==> src/rtl/sid_pkg.sv <==
// Shared constants and helpers for the SID potentiometer ADC.
//
// The pot converter runs a 512-cycle period. For the first 256 cycles the
// pins are dumped to ground (DUMP). For the last 256 cycles the capacitors
// charge (CHARGE), and the cycle index of the first comparator crossing
// becomes the 8-bit reading.
package sid_pkg;

    localparam int          POT_PERIOD      = 512;
    localparam int          POT_DUMP_CYCLES = 256;
    localparam logic [7:0]  POT_NOTRIP      = 8'hFF;

    localparam int          CNT_W           = 9;
    localparam logic [CNT_W-1:0] CNT_LAST   = CNT_W'(POT_PERIOD - 1);

    typedef enum logic {
        PH_DUMP   = 1'b0,
        PH_CHARGE = 1'b1
    } pot_phase_e;

    // Phase decode of the period counter.
    function automatic pot_phase_e phase_of(input logic [CNT_W-1:0] cnt);
        return (cnt >= CNT_W'(POT_DUMP_CYCLES)) ? PH_CHARGE : PH_DUMP;
    endfunction

endpackage

==> src/rtl/sid_pot_channel.sv <==
// One potentiometer channel: comparator synchronizer, first-crossing
// capture and the output latch that publishes a reading once per period.
//
// Ports:
//   clk_i      system clock
//   rst_ni     asynchronous active-low reset
//   phi2_en_i  one-clk strobe per SID cycle
//   cnt_i      shared 9-bit period counter (value before this strobe)
//   comp_i     raw comparator input, asynchronous to clk_i
//   pot_o      last completed conversion
module sid_pot_channel
    import sid_pkg::*;
#(
    parameter int SYNC_STAGES = 2
) (
    input  logic             clk_i,
    input  logic             rst_ni,
    input  logic             phi2_en_i,
    input  logic [CNT_W-1:0] cnt_i,
    input  logic             comp_i,
    output logic [7:0]       pot_o
);

    logic [SYNC_STAGES-1:0] sync_q, sync_d;
    logic                   tripped_q, tripped_d;
    logic [7:0]             cap_q, cap_d;
    logic [7:0]             pot_q, pot_d;
    logic                   comp_s;

    assign comp_s = sync_q[SYNC_STAGES-1];

    always_comb begin
        sync_d    = {sync_q[SYNC_STAGES-2:0], comp_i};
        tripped_d = tripped_q;
        cap_d     = cap_q;
        pot_d     = pot_q;
        if (phi2_en_i) begin
            // Only the first crossing in CHARGE counts; DUMP activity is ignored.
            if ((phase_of(cnt_i) == PH_CHARGE) && !tripped_q && comp_s) begin
                cap_d     = cnt_i[7:0];
                tripped_d = 1'b1;
            end
            // End of period: publish and re-arm. A crossing on this very
            // strobe reads 8'hFF, which coincides with the no-trip value.
            if (cnt_i == CNT_LAST) begin
                pot_d     = tripped_q ? cap_q : POT_NOTRIP;
                tripped_d = 1'b0;
            end
        end
    end

    always_ff @(posedge clk_i or negedge rst_ni) begin
        if (!rst_ni) begin
            sync_q    <= '0;
            tripped_q <= 1'b0;
            cap_q     <= 8'h00;
            pot_q     <= 8'h00;
        end else begin
            sync_q    <= sync_d;
            tripped_q <= tripped_d;
            cap_q     <= cap_d;
            pot_q     <= pot_d;
        end
    end

    assign pot_o = pot_q;

endmodule

==> src/rtl/sid_pot_adc.sv <==
// SID POTX/POTY converter top: shared 512-cycle phase counter, the
// registered dump control and two independent channel instances.
//
// Ports:
//   clk        system clock
//   rst_n      asynchronous active-low reset
//   phi2_en    one-clk strobe per SID cycle
//   comp_x/y   pot pin comparators (1 = above threshold), asynchronous
//   pot_dump   1 = discharge transistors on (DUMP phase)
//   pot_x/y    last completed conversions
//   pot_valid  one-clk pulse when pot_x/pot_y update
module sid_pot_adc
    import sid_pkg::*;
#(
    parameter int SYNC_STAGES = 2
) (
    input  logic       clk,
    input  logic       rst_n,
    input  logic       phi2_en,
    input  logic       comp_x,
    input  logic       comp_y,
    output logic       pot_dump,
    output logic [7:0] pot_x,
    output logic [7:0] pot_y,
    output logic       pot_valid
);

    logic [CNT_W-1:0] cnt_q, cnt_d;
    logic             pot_dump_q, pot_dump_d;
    logic             pot_valid_q, pot_valid_d;

    always_comb begin
        cnt_d       = cnt_q;
        pot_valid_d = 1'b0;
        if (phi2_en) begin
            cnt_d       = cnt_q + CNT_W'(1);   // wraps 511 -> 0
            pot_valid_d = (cnt_q == CNT_LAST);
        end
        // Registered from the next count so the dump pin tracks the phase
        // of the counter value it is presented with.
        pot_dump_d = (phase_of(cnt_d) == PH_DUMP);
    end

    always_ff @(posedge clk or negedge rst_n) begin
        if (!rst_n) begin
            cnt_q       <= '0;
            pot_dump_q  <= 1'b1;
            pot_valid_q <= 1'b0;
        end else begin
            cnt_q       <= cnt_d;
            pot_dump_q  <= pot_dump_d;
            pot_valid_q <= pot_valid_d;
        end
    end

    sid_pot_channel #(.SYNC_STAGES(SYNC_STAGES)) u_chan_x (
        .clk_i     (clk),
        .rst_ni    (rst_n),
        .phi2_en_i (phi2_en),
        .cnt_i     (cnt_q),
        .comp_i    (comp_x),
        .pot_o     (pot_x)
    );

    sid_pot_channel #(.SYNC_STAGES(SYNC_STAGES)) u_chan_y (
        .clk_i     (clk),
        .rst_ni    (rst_n),
        .phi2_en_i (phi2_en),
        .cnt_i     (cnt_q),
        .comp_i    (comp_y),
        .pot_o     (pot_y)
    );

    assign pot_dump  = pot_dump_q;
    assign pot_valid = pot_valid_q;

endmodule

==> config.mk <==
export PLATFORM = sky130hd
export DESIGN_NAME = sid_pot_adc
export DESIGN_NICKNAME = d
export VERILOG_FILES = /design/src/rtl/sid_pkg.sv /design/src/rtl/sid_pot_channel.sv /design/src/rtl/sid_pot_adc.sv
export SDC_FILE = /design/constraint.sdc
export NUM_CORES = 1
export LEC_CHECK = 0
export BUFFER_PORTS_ARGS = -buffer_cell sky130_fd_sc_hd__buf_2
export CAP_MARGIN = 20
export CORE_ASPECT_RATIO = 1.2
export CORE_MARGIN = 1.5
export CORE_UTILIZATION = 35
export CTS_CLUSTER_SIZE = 14
export DETAILED_ROUTE_END_ITERATION = 8
export HOLD_SLACK_MARGIN = 0.06
export PLACE_DENSITY = 0.5
export SETUP_SLACK_MARGIN = 0.4
export SLEW_MARGIN = 20
export SYNTH_ARGS = -nofsm -noshare
export SYNTH_HDL_FRONTEND = slang
export SYNTH_HIERARCHICAL = 1
export SYNTH_SLANG_ARGS = --single-unit
==> constraint.sdc <==
create_clock -name clk -period 2.2 [get_ports clk]
set_clock_uncertainty 0.05 [all_clocks]
set_input_delay 0.22 -clock clk [delete_from_list [all_inputs] [get_ports clk]]
set_output_delay 0.22 -clock clk [all_outputs]
set_load 0.03 [all_outputs]
-- After elaboration in Yosys (flattened, before gate mapping)
Index checks and enable logic that the tools add are counted.
- word-level logic and storage cells: 39
- input bits: 5
- register bits after elaboration: 49
- output and inout bits: 18
- add/subtract/negate cells: 1
- bitwise operators: 1
- eq/ne operators: 1
- mux-type cells: 10
- reduce and logical (&&, ||, !) cells: 13
- order comparisons: 2
- operators with widths (operator ; count):
    >= comparator 9 bit (second input constant) ; 2
    2-to-1 mux 8 bit ; 2
    AND reduction 2 bit ; 5
    adder 9 x 1 -> 9 bit (second input constant) ; 1
    equality test 9 bit (second input constant) ; 1
    2-to-1 mux 9 bit ; 1
    2-to-1 mux 1 bit ; 7
    logical AND 1 bit ; 4
    nonzero test 2 bit ; 2
    logical NOT 1 bit ; 2
    inverter 1 bit ; 1

-- Longest topological paths before layout
- depth in word-level cells: 6
- gate-level depth with buffers: 5
- gate-level depth less buffers: 5

-- Modules after synthesis
Netlist, hierarchy kept.
- by module, submodules not included (module ; instances ; cells each ; seq. area each (µm²) ; area each (µm²)):
    sid_pot_channel ; 2 ; 52 ; 475.5 ; 777.0
    sid_pot_adc ; 1 ; 34 ; 276.5 ; 465.4

-- Worst setup path before layout
OpenSTA, ideal clock, no wires.
- kind: register -> register
- from: reg (tool-made name)
- to: reg (tool-made name)
- library setup time: 0.128 ns
- clock period less this slack: 1.582 ns
- stages on the path, launching flop included: 5
- buffers on the path: 0
- data required time: 2.022 ns
- slack: 0.618 ns
- arrival: 1.403 ns
- cells stage by stage: dfrtp_1 > and4_1 > and4_1 > ha_1 > mux2_2

==> results.md <==
- Final setup violating endpoints: 0
- Max stage delay on crit path: 0.54 ns
- H-tree levels: 2
- Slew @ Worst Pin: 0.542 ns
- Top cells by count, synth: dfrtp_1 (48), mux2_2 (34), nand2b_1 (16)
- Site row count: 30
- Die footprint: 6240 um2
- Slew Limit Fails: 0
- Total negative slack: 0 ns
- Crit path cell chain: and4_1, and4_1, ha_1, mux2_2
- Final-report hold violation count: 0
- Vias in the first global route: 1,272
- Post-synthesis cell area: 2020 um2
- Post-synth net total: 145
- Worst-path maximum fanout: 8
- Highest metal used: met4
- Via/cell ratio: 5.02
- CTS tree: built
- WHS: 0.260 ns
- CTS sink cnt: 49
- PD cells: 772 nW/um2
- Global-route wire length before repair: 6.11 mm
- Initial Util: 35.9%
- Chip width: 72.3 um
- Number of flops mapped to enable cells by yosys: 0
- Congestion Overflow GR: 0
- Fin crit period: 1.73 ns
- I/O pins: 23
- Peak supply drop: 0.000436 V
- Most numerous cell on the critical path: and4_1
- HPWL after detailed placement: 2.42 mm
- RSZ-0062 raised after global routing: no
- Clock buffer count from CTS: 5
- Critical Path AT: 1.86 ns
- Setup ws final: 0.474 ns
- Worst slew margin: 63.8%
- Area contributors post-synth: dfrtp_1 (59%), mux2_2 (19%), nand2b_1 (5.0%)
- Synthesis-to-layout area growth: 18.8%
- Synthesized flop and latch total: 49
- Status: finished, final reports clean
- Fin crit share: 78.5%
- Clock Latency Late Sink: 0.30 ns
- Post-Route WL: 3.53 mm
- Pre-Repair DR Iteration Count: 4
- IO buf count: 22
- WS Path Type: reg2reg
- Setup slack, reg-to-reg: 0.47 ns
- Top-count cell post-synth: dfrtp_1
- Top-area cell type share of the netlist area: 59.5%
- Synth cell types: 19
- Max_cap viols: 0
- Total power draw: 1.85 mW
- Metal-1 WL: 1.62 mm
- Peak Freq: 579 MHz
- Layout cells sized above 1: 44.3%
- Gr usage total: 13.1%
- Critical path endpoint category: register
- Final Non-Filler Cells: 238
- Sequential area share after synthesis: 60.8%
- Root Driver: clkbuf_8
- Post-synth top flop: dfrtp_1
- Final #Nets: 180
- Largest delay share family, worst path: flip-flops
- Vias: 1,195
- Met3 Routed Length: 98 um
- Number of diodes: 0
- Cell area after placement: 2220 um2
- Met2 wire length: 1.78 mm
- CTS Buffer Depth: 2
- CP Launch Type: register
- Critical path's slowest cell: dfrtp_1
- Largest net degree at the start of global routing: 28
- DRC viols: 0
- Placed insts: 224
- CP bufs+invs: 0
- DP Worst Slack: 0.400 ns
- Die H: 86.2 um
- Asr flop ratio synth: 100%
- Leakage: 1.30 nW
- Synth area leader: dfrtp_1
- Synth Instances: 138
- Clk slew on worst S/H paths: 0.09 ns
- Core Area: 5630 um2
- Synth Warn #: 6
- Routed Antenna Nets: 0
- Placer congestion estimate: 0.725
- Final Instance Area: 2400 um2
- Final core occ: 42.6%
- HP Class: in2reg
- Mean Syn Cell Area: 14.6 um2
- Required time worst endpoint: 2.33 ns
- Detailed router's first-iteration violation count: 25
- Antenna violations before repair: 0
- Per-cell routed wire length: 14.8 um
## cells in the final DEF (no fill, tap or decap), types with 4 or more instances in the layout
cell type   n
dfrtp_1    47
mux2_2     34
buf_2      22
nand2b_1   16
clkbuf_8    7
xnor2_1     6
nand3_1     4
nand4_1     4
nand2_1     4
nand4_2     4
## per-layer routing
metal,vias to the layer above,track usage [%]
met5,-,0
met2,20,20.6
li1,556,-
met4,0,5.66
met3,2,4.19
met1,617,16.5
## repair_timing
| item | 4_1_cts | 5_1_grt |
|---|---|---|
| hold buffers | 3 | 0 |
| endpoints found under the hold margin | 24 | 0 |
| setup endpoints to repair | 2 | 18 |
| setup buffers | 2 | 1 |
| gates resized for setup | 0 | 1 |
| pin swaps | 1 | 1 |
## area by class of cell
cell class | count | area [um2]
fill | 543 | 3230
clock buffer | 7 | 96.3
timing repair buffer | 29 | 208
sequential | 49 | 1230
inverter | 3 | 11.3
tap | 64 | 80.1
clock inverter | 1 | 5.00
multi-input combinational | 85 | 769
## kinds of logic (layout without fill, tap and decap cells)
family	Yosys count	in the layout	synth area share, %
XOR/XNOR	7	7	3.04
AND/OR/NAND/NOR	40	40	14.3
multiplexers	34	34	19.0
buffers and inverters	4	40	1.12
flip-flops	49	49	60.8
AO/OA/AOI/OAI	2	2	0.619
adder cells (fa/ha/maj)	2	2	1.24
## worst paths after layout
check,from,to,cells past startpoint
max,register,register,4
max reg2reg,register,register,4
min,phi2_en,register,3
min reg2reg,u_chan_x/sync_q[0],u_chan_x/sync_q[1],0
max in group asynchronous,rst_n,pot_dump,3
min in group asynchronous,rst_n,u_chan_y/pot_o[5],2
## worst register-to-register path: cells and delay by family, from the launching register on
family,cells,cell delay (ns)
and+or+nand+nor,2,0.53
DFF,1,0.54
adders and majority gates,1,0.22
muxes,1,0.27
## report_power, final
group / leakage (nW) / internal, mW / switching, mW
registers: 0.649 / 0.964 / 0.165
logic: 0.593 / 0.0885 / 0.0717
clock network: 0.0542 / 0.284 / 0.279
No activity file was read; power rests on OpenSTA's default activity.
